--- src/rtl/uart_mike_tx_if.sv ---
// uart_mike_tx_if: MMIO-side control/status bundle for the UART transmit engine.
//   tx_data     - byte to transmit (level from the register block)
//   tx_send     - send request level; the engine starts on its rising edge
//   tx_flag_clr - clears the sticky completion flag while high
//   tx_flag     - sticky frame-complete flag
//   tx_busy     - high while a frame is in progress
// master: register block side; slave: transmit engine side.
interface uart_mike_tx_if #(
    parameter int unsigned DATA_W = 8
);
    logic [DATA_W-1:0] tx_data;
    logic              tx_send;
    logic              tx_flag_clr;
    logic              tx_flag;
    logic              tx_busy;

    modport master (
        output tx_data,
        output tx_send,
        output tx_flag_clr,
        input  tx_flag,
        input  tx_busy
    );

    modport slave (
        input  tx_data,
        input  tx_send,
        input  tx_flag_clr,
        output tx_flag,
        output tx_busy
    );
endinterface

--- src/rtl/uart_mike_tx.sv ---
// uart_mike_tx: UART transmit engine fed by the MMIO register block.
// Serialises one frame per tx_send rising edge: start bit, DATA_W data bits LSB first,
// optional parity bit, STOP_BITS stop bits. Each bit lasts BAUD_DIV clk cycles.
// Ports:
//   clk - system clock
//   rst - synchronous active-low reset
//   bus - uart_mike_tx_if.slave (tx_data, tx_send, tx_flag_clr in; tx_flag, tx_busy out)
//   tx  - serial line, idle high, registered
module uart_mike_tx #(
    parameter int unsigned DATA_W     = 8,
    parameter int unsigned BAUD_DIV   = 434,
    parameter int unsigned PARITY_EN  = 1,
    parameter int unsigned PARITY_ODD = 0,
    parameter int unsigned STOP_BITS  = 1
) (
    input  logic            clk,
    input  logic            rst,
    uart_mike_tx_if.slave   bus,
    output logic            tx
);
    localparam int unsigned CNT_W = 16;
    localparam int unsigned BIT_W = (DATA_W > 2) ? $clog2(DATA_W) : 1;

    localparam logic [CNT_W-1:0] CntLast  = CNT_W'(BAUD_DIV - 1);
    localparam logic [BIT_W-1:0] DataLast = BIT_W'(DATA_W - 1);
    localparam logic [BIT_W-1:0] StopLast = BIT_W'(STOP_BITS - 1);

    typedef enum logic [2:0] {
        StIdle,
        StStart,
        StData,
        StParity,
        StStop
    } state_e;

    state_e              state_q, state_d;
    logic [CNT_W-1:0]    cnt_q, cnt_d;
    logic [BIT_W-1:0]    bit_q, bit_d;     // data bit index in StData, stop bit index in StStop
    logic [DATA_W-1:0]   shreg_q, shreg_d;
    logic                par_q, par_d;
    logic                tx_q, tx_d;
    logic                busy_q, busy_d;
    logic                flag_q, flag_d;
    logic                send_q;
    logic                start_pulse;
    logic                cnt_last;
    logic                flag_set;

    assign start_pulse = bus.tx_send & ~send_q;
    assign cnt_last    = (cnt_q == CntLast);

    always_comb begin
        state_d  = state_q;
        cnt_d    = cnt_q;
        bit_d    = bit_q;
        shreg_d  = shreg_q;
        par_d    = par_q;
        tx_d     = tx_q;
        busy_d   = busy_q;
        flag_set = 1'b0;

        // tx_d always carries the line value of the state being entered, so tx is registered
        // yet changes exactly on the bit boundary.
        unique case (state_q)
            StIdle: begin
                tx_d   = 1'b1;
                busy_d = 1'b0;
                if (start_pulse) begin
                    state_d = StStart;
                    cnt_d   = '0;
                    bit_d   = '0;
                    shreg_d = bus.tx_data;
                    par_d   = (PARITY_ODD != 0) ? ~^bus.tx_data : ^bus.tx_data;
                    tx_d    = 1'b0;
                    busy_d  = 1'b1;
                end
            end
            StStart: begin
                if (cnt_last) begin
                    cnt_d   = '0;
                    bit_d   = '0;
                    state_d = StData;
                    tx_d    = shreg_q[0];
                    shreg_d = shreg_q >> 1;
                end else begin
                    cnt_d = cnt_q + CNT_W'(1);
                end
            end
            StData: begin
                if (cnt_last) begin
                    cnt_d = '0;
                    if (bit_q == DataLast) begin
                        bit_d = '0;
                        if (PARITY_EN != 0) begin
                            state_d = StParity;
                            tx_d    = par_q;
                        end else begin
                            state_d = StStop;
                            tx_d    = 1'b1;
                        end
                    end else begin
                        bit_d   = bit_q + BIT_W'(1);
                        tx_d    = shreg_q[0];
                        shreg_d = shreg_q >> 1;
                    end
                end else begin
                    cnt_d = cnt_q + CNT_W'(1);
                end
            end
            StParity: begin
                if (cnt_last) begin
                    cnt_d   = '0;
                    bit_d   = '0;
                    state_d = StStop;
                    tx_d    = 1'b1;
                end else begin
                    cnt_d = cnt_q + CNT_W'(1);
                end
            end
            StStop: begin
                if (cnt_last) begin
                    cnt_d = '0;
                    if (bit_q == StopLast) begin
                        bit_d    = '0;
                        state_d  = StIdle;
                        tx_d     = 1'b1;
                        busy_d   = 1'b0;
                        flag_set = 1'b1;
                    end else begin
                        bit_d = bit_q + BIT_W'(1);
                    end
                end else begin
                    cnt_d = cnt_q + CNT_W'(1);
                end
            end
            default: begin
                state_d = StIdle;
                tx_d    = 1'b1;
                busy_d  = 1'b0;
            end
        endcase

        // Set beats clear so a completion is never lost.
        flag_d = flag_set | (flag_q & ~bus.tx_flag_clr);
    end

    always_ff @(posedge clk) begin
        if (!rst) begin
            state_q <= StIdle;
            cnt_q   <= '0;
            bit_q   <= '0;
            shreg_q <= '0;
            par_q   <= 1'b0;
            tx_q    <= 1'b1;
            busy_q  <= 1'b0;
            flag_q  <= 1'b0;
            send_q  <= 1'b0;
        end else begin
            state_q <= state_d;
            cnt_q   <= cnt_d;
            bit_q   <= bit_d;
            shreg_q <= shreg_d;
            par_q   <= par_d;
            tx_q    <= tx_d;
            busy_q  <= busy_d;
            flag_q  <= flag_d;
            send_q  <= bus.tx_send;
        end
    end

    assign tx          = tx_q;
    assign bus.tx_busy = busy_q;
    assign bus.tx_flag = flag_q;
endmodule

--- src/flat_wrapper.sv ---
// flat-port wrapper written by rule: the top's interface ports become plain ports
module uart_mike_tx_flat 
#(
    parameter int unsigned DATA_W     = 8,
    parameter int unsigned BAUD_DIV   = 434,
    parameter int unsigned PARITY_EN  = 1,
    parameter int unsigned PARITY_ODD = 0,
    parameter int unsigned STOP_BITS  = 1
)
  (clk, rst, tx, bus_tx_data, bus_tx_send, bus_tx_flag_clr, bus_tx_flag, bus_tx_busy);
  uart_mike_tx_if #(.DATA_W(DATA_W)) bus_i ();
  input  logic clk;
  input  logic rst;
  output logic tx;
  input wire logic [$bits(bus_i.tx_data)-1:0] bus_tx_data;
  input wire logic [$bits(bus_i.tx_send)-1:0] bus_tx_send;
  input wire logic [$bits(bus_i.tx_flag_clr)-1:0] bus_tx_flag_clr;
  output wire logic [$bits(bus_i.tx_flag)-1:0] bus_tx_flag;
  output wire logic [$bits(bus_i.tx_busy)-1:0] bus_tx_busy;
  assign bus_i.tx_data = bus_tx_data;
  assign bus_i.tx_send = bus_tx_send;
  assign bus_i.tx_flag_clr = bus_tx_flag_clr;
  assign bus_tx_flag = bus_i.tx_flag;
  assign bus_tx_busy = bus_i.tx_busy;
  uart_mike_tx #(.DATA_W(DATA_W), .BAUD_DIV(BAUD_DIV), .PARITY_EN(PARITY_EN), .PARITY_ODD(PARITY_ODD), .STOP_BITS(STOP_BITS)) u_core (.clk(clk), .rst(rst), .bus(bus_i), .tx(tx));
endmodule
--- config.mk ---
export PLATFORM = sky130hd
export DESIGN_NAME = uart_mike_tx_flat
export DESIGN_NICKNAME = d
export VERILOG_FILES = /design/src/rtl/uart_mike_tx_if.sv /design/src/rtl/uart_mike_tx.sv /design/src/flat_wrapper.sv
export SDC_FILE = /design/constraint.sdc
export NUM_CORES = 1
export LEC_CHECK = 0
export ABC_AREA = 0
export ABC_CLOCK_PERIOD_IN_PS = 3650
export CORE_ASPECT_RATIO = 0.6
export CORE_MARGIN = 2
export CORE_UTILIZATION = 35
export CTS_CLUSTER_DIAMETER = 120
export DETAILED_ROUTE_END_ITERATION = 12
export MAX_ROUTING_LAYER = met4
export PLACE_DENSITY = 0.53
export SLEW_MARGIN = 20
export SYNTH_ARGS = -nofsm -noshare
export SYNTH_HDL_FRONTEND = slang
export SYNTH_SLANG_ARGS = --single-unit
--- constraint.sdc ---
create_clock -name clk -period 3.65 [get_ports clk]
set_clock_uncertainty 0.15 [all_clocks]
set_input_delay 0.365 -clock clk [delete_from_list [all_inputs] [get_ports clk]]
set_output_delay 0.365 -clock clk [all_outputs]
set_load 0.02 [all_outputs]
==> impl_metrics.ini <==
[run_status]
status = completed

[run]
drv_cap = 0

[placement]
gp_congestion = 0.811
dp_cells = 325
dp_hpwl_mm = 3.49
port_buffers = 14

[clock_tree]
path_clk_slew_ns = 0.07
cts_buffer_depth = 2
clock-sinks = 35
ctsResizeCount = 0
hold_buffers = 0
post-cts-setup-buffers = 0
cts_tree = built
cts_root_buf = clkbuf_8
htreeDepth = 2
clk-insertion-delay-late_ns = 0.28
numCtsBuffers = 5

[setup_path]
path_max_fanout = 15
slowest_stage = a221oi_4
worst_ep_arrival_time_ns = 2.61
path_depth = 6
critPathTopFamily = compound AO/OA/AOI/OAI gates
crit_type = flop to flop
cp.required_ns = 3.69
worstSetupStartpointType = flop
worstPathCellList = ha_1 -> nor3b_1 -> nand4_2 -> a221oi_4 -> nor2_1 -> a311oi_1
rr_worst_depth = 6
end_kind = flop
max_stage_delay_ns = 0.73
cp.buffers_inverters = 0

[synthesis]
synth.most_common_cell = dfxtp_1
postSynthAreaPerCell_um2 = 8.36
syn_inst = 243
yosys_warnings = 0
async_flop_share_pct = 0
synth.distinct_cells = 55
ys_top_cells_by_area = dfxtp_1 35%, xnor2_1 5.6%, nor2_1 4.1%
synth_top_area_share_pct = 34.5
synth-main-ff-cell = dfxtp_1
syn_area_um2 = 2030
synth_top_cell_by_area = dfxtp_1
synth_edf_count = 0
synth_commonest_cells = 35 x dfxtp_1, 22 x nor2_1, 21 x nand2_1
ys_ff_latch = 35
syn_nets = 260
seq_area_frac_synth_pct = 34.5

[routing]
ant_nets = 0
met1_length_mm = 2.77
met2_length_mm = 1.64
vias = 1785
drtIter0Drc = 117
drtPass1Iterations = 4
drcViolationCount = 0
highest_layer = met4
vias_per_cell = 5.36
wl_met3_um = 414
drt_wl_total_mm = 4.84
wire_per_inst_um = 14.5

[global_routing]
grt.total_usage_pct = 16.6
grt-ovfl-total = 0
grt_pass1_wl_mm = 8.14
antenna_found_initial = 0
grt_max_degree = 22
grt_pass1_vias = 1564

[floorplan]
dieArea_um2 = 6450
coreArea_um2 = 5600
die_w_um = 102
initial_core_util_pct = 36.3
ios = 15
rows = 21
die_y_um = 63

[pwr]
vdd_drop_max_v = 0.000175
pwr_density_cell_nw_per_um2 = 364
p_leak_nw = 0.800

[min_path]
hold_path_class = flop to flop
hold-path-cell-count = 2

[sta]
maxSlewViolCount = 0
relSlewSlack_pct = 48.8
fin_setup_tns_ns = 0
fin_crit_sh_pct = 70.3
period_needed_ns = 2.57
setup_viol = 0
worst_pin_slew_ns = 0.768
max_freq_mhz = 389
hold_viol = 0
rsz0062_at_grt = no

[final_layout]
stdcell_count = 333
final_layout_size_suffix_gt1_share_pct = 8.30
nets = 269
syn2layout_area_growth_pct = 13.7
diodes = 0
## state kept, by name (all words and copies together), names as in the netlist
name / flops
u_core.bus.tx_flag: 1
u_core.send_q: 1
u_core.bus.tx_busy: 1
u_core.shreg_q: 8
u_core.bit_q: 3
u_core.cnt_q: 16
u_core.state_q: 3
u_core.tx: 1
u_core.par_q: 1
## placed cells by master, fill, tap and decap left out, types with 3 or more instances in the layout
cell type / Yosys / final
nand3_1: 10 / 10
xnor2_1: 13 / 13
nand2b_1: 5 / 5
ha_1: 5 / 5
inv_1: 12 / 12
and3_1: 5 / 5
clkbuf_8: 0 / 7
or3_1: 4 / 4
o22ai_1: 4 / 4
and4_1: 4 / 4
nor3_1: 3 / 3
a21oi_1: 14 / 14
nand2_1: 21 / 21
nand4_1: 4 / 4
nor2_1: 22 / 22
dfxtp_1: 35 / 35
o21ai_0: 12 / 12
clkdlybuf4s50_1: 0 / 14
a311oi_1: 8 / 8
nor4_1: 3 / 3
and2_1: 3 / 3
## stage by stage
step                util (%)  total power [W]  instance area (um^2)  hold slack [ns]  setup slack (ns)
finish                  41.3         0.000840                  2310            0.325              1.08
global route            41.3         0.000884                  2310            0.352             0.848
CTS                     41.3         0.000847                  2310            0.331              1.09
detailed placement      39.5         0.000535                  2210            0.321              1.05
global placement        39.5         0.000537                  2210            0.318              1.06
floorplan                  -         0.000499                  2030            0.301              1.66
## worst min-delay path, delay by kind of cell (launching register included)
| family | cells | cell delay, ns |
|---|---|---|
| compound gates | 1 | 0.07 |
| simple gates | 1 | 0.05 |
| flops | 1 | 0.31 |
## final timing paths
check                                       start                 to  slack [ns]
worst min register to register  u_core.shreg_q[5]  u_core.shreg_q[4]        0.33
worst min-delay path            u_core.shreg_q[5]  u_core.shreg_q[4]        0.33
worst max-delay path              u_core.cnt_q[0]  u_core.shreg_q[3]        1.08
worst max register to register    u_core.cnt_q[0]  u_core.shreg_q[3]        1.08
## routing by layer
| layer | vias up | global-route usage (%) |
|---|---|---|
| met5 | - | - |
| met1 | 831 | 28.7 |
| met2 | 54 | 17.7 |
| met3 | 2 | 4.36 |
| met4 | 0 | 3.00 |
| li1 | 898 | - |
## final cells by class
| cell class | count | area [um^2] |
|---|---|---|
| Fill cell | 559 | 3290 |
| Multi-Input combinational cell | 183 | 1220 |
| Sequential cell | 35 | 701 |
| Timing Repair Buffer | 15 | 148 |
| Inverter | 12 | 45.0 |
| Clock buffer | 8 | 100 |
| Tap cell | 80 | 100 |
## cell families after synthesis
| kind of cell | count (synthesis) | share of synthesized area, % |
|---|---|---|
| AOI/OAI and AO/OA | 62 | 21.6 |
| xor gates and xnor gates | 15 | 6.47 |
| adders and majority gates | 5 | 3.08 |
| buffers and inverters | 25 | 5.61 |
| DFF | 35 | 34.5 |
| muxes | 3 | 1.73 |
| and+or+nand+nor | 98 | 27.0 |
## where the power goes
| part | internal, W | switching (W) | total (W) |
|---|---|---|---|
| registers | 0.000395 | 0.0000108 | 0.000406 |
| clock network | 0.000172 | 0.000140 | 0.000313 |
| logic | 0.0000517 | 0.0000702 | 0.000122 |
(Power assumes the default switching activity.)
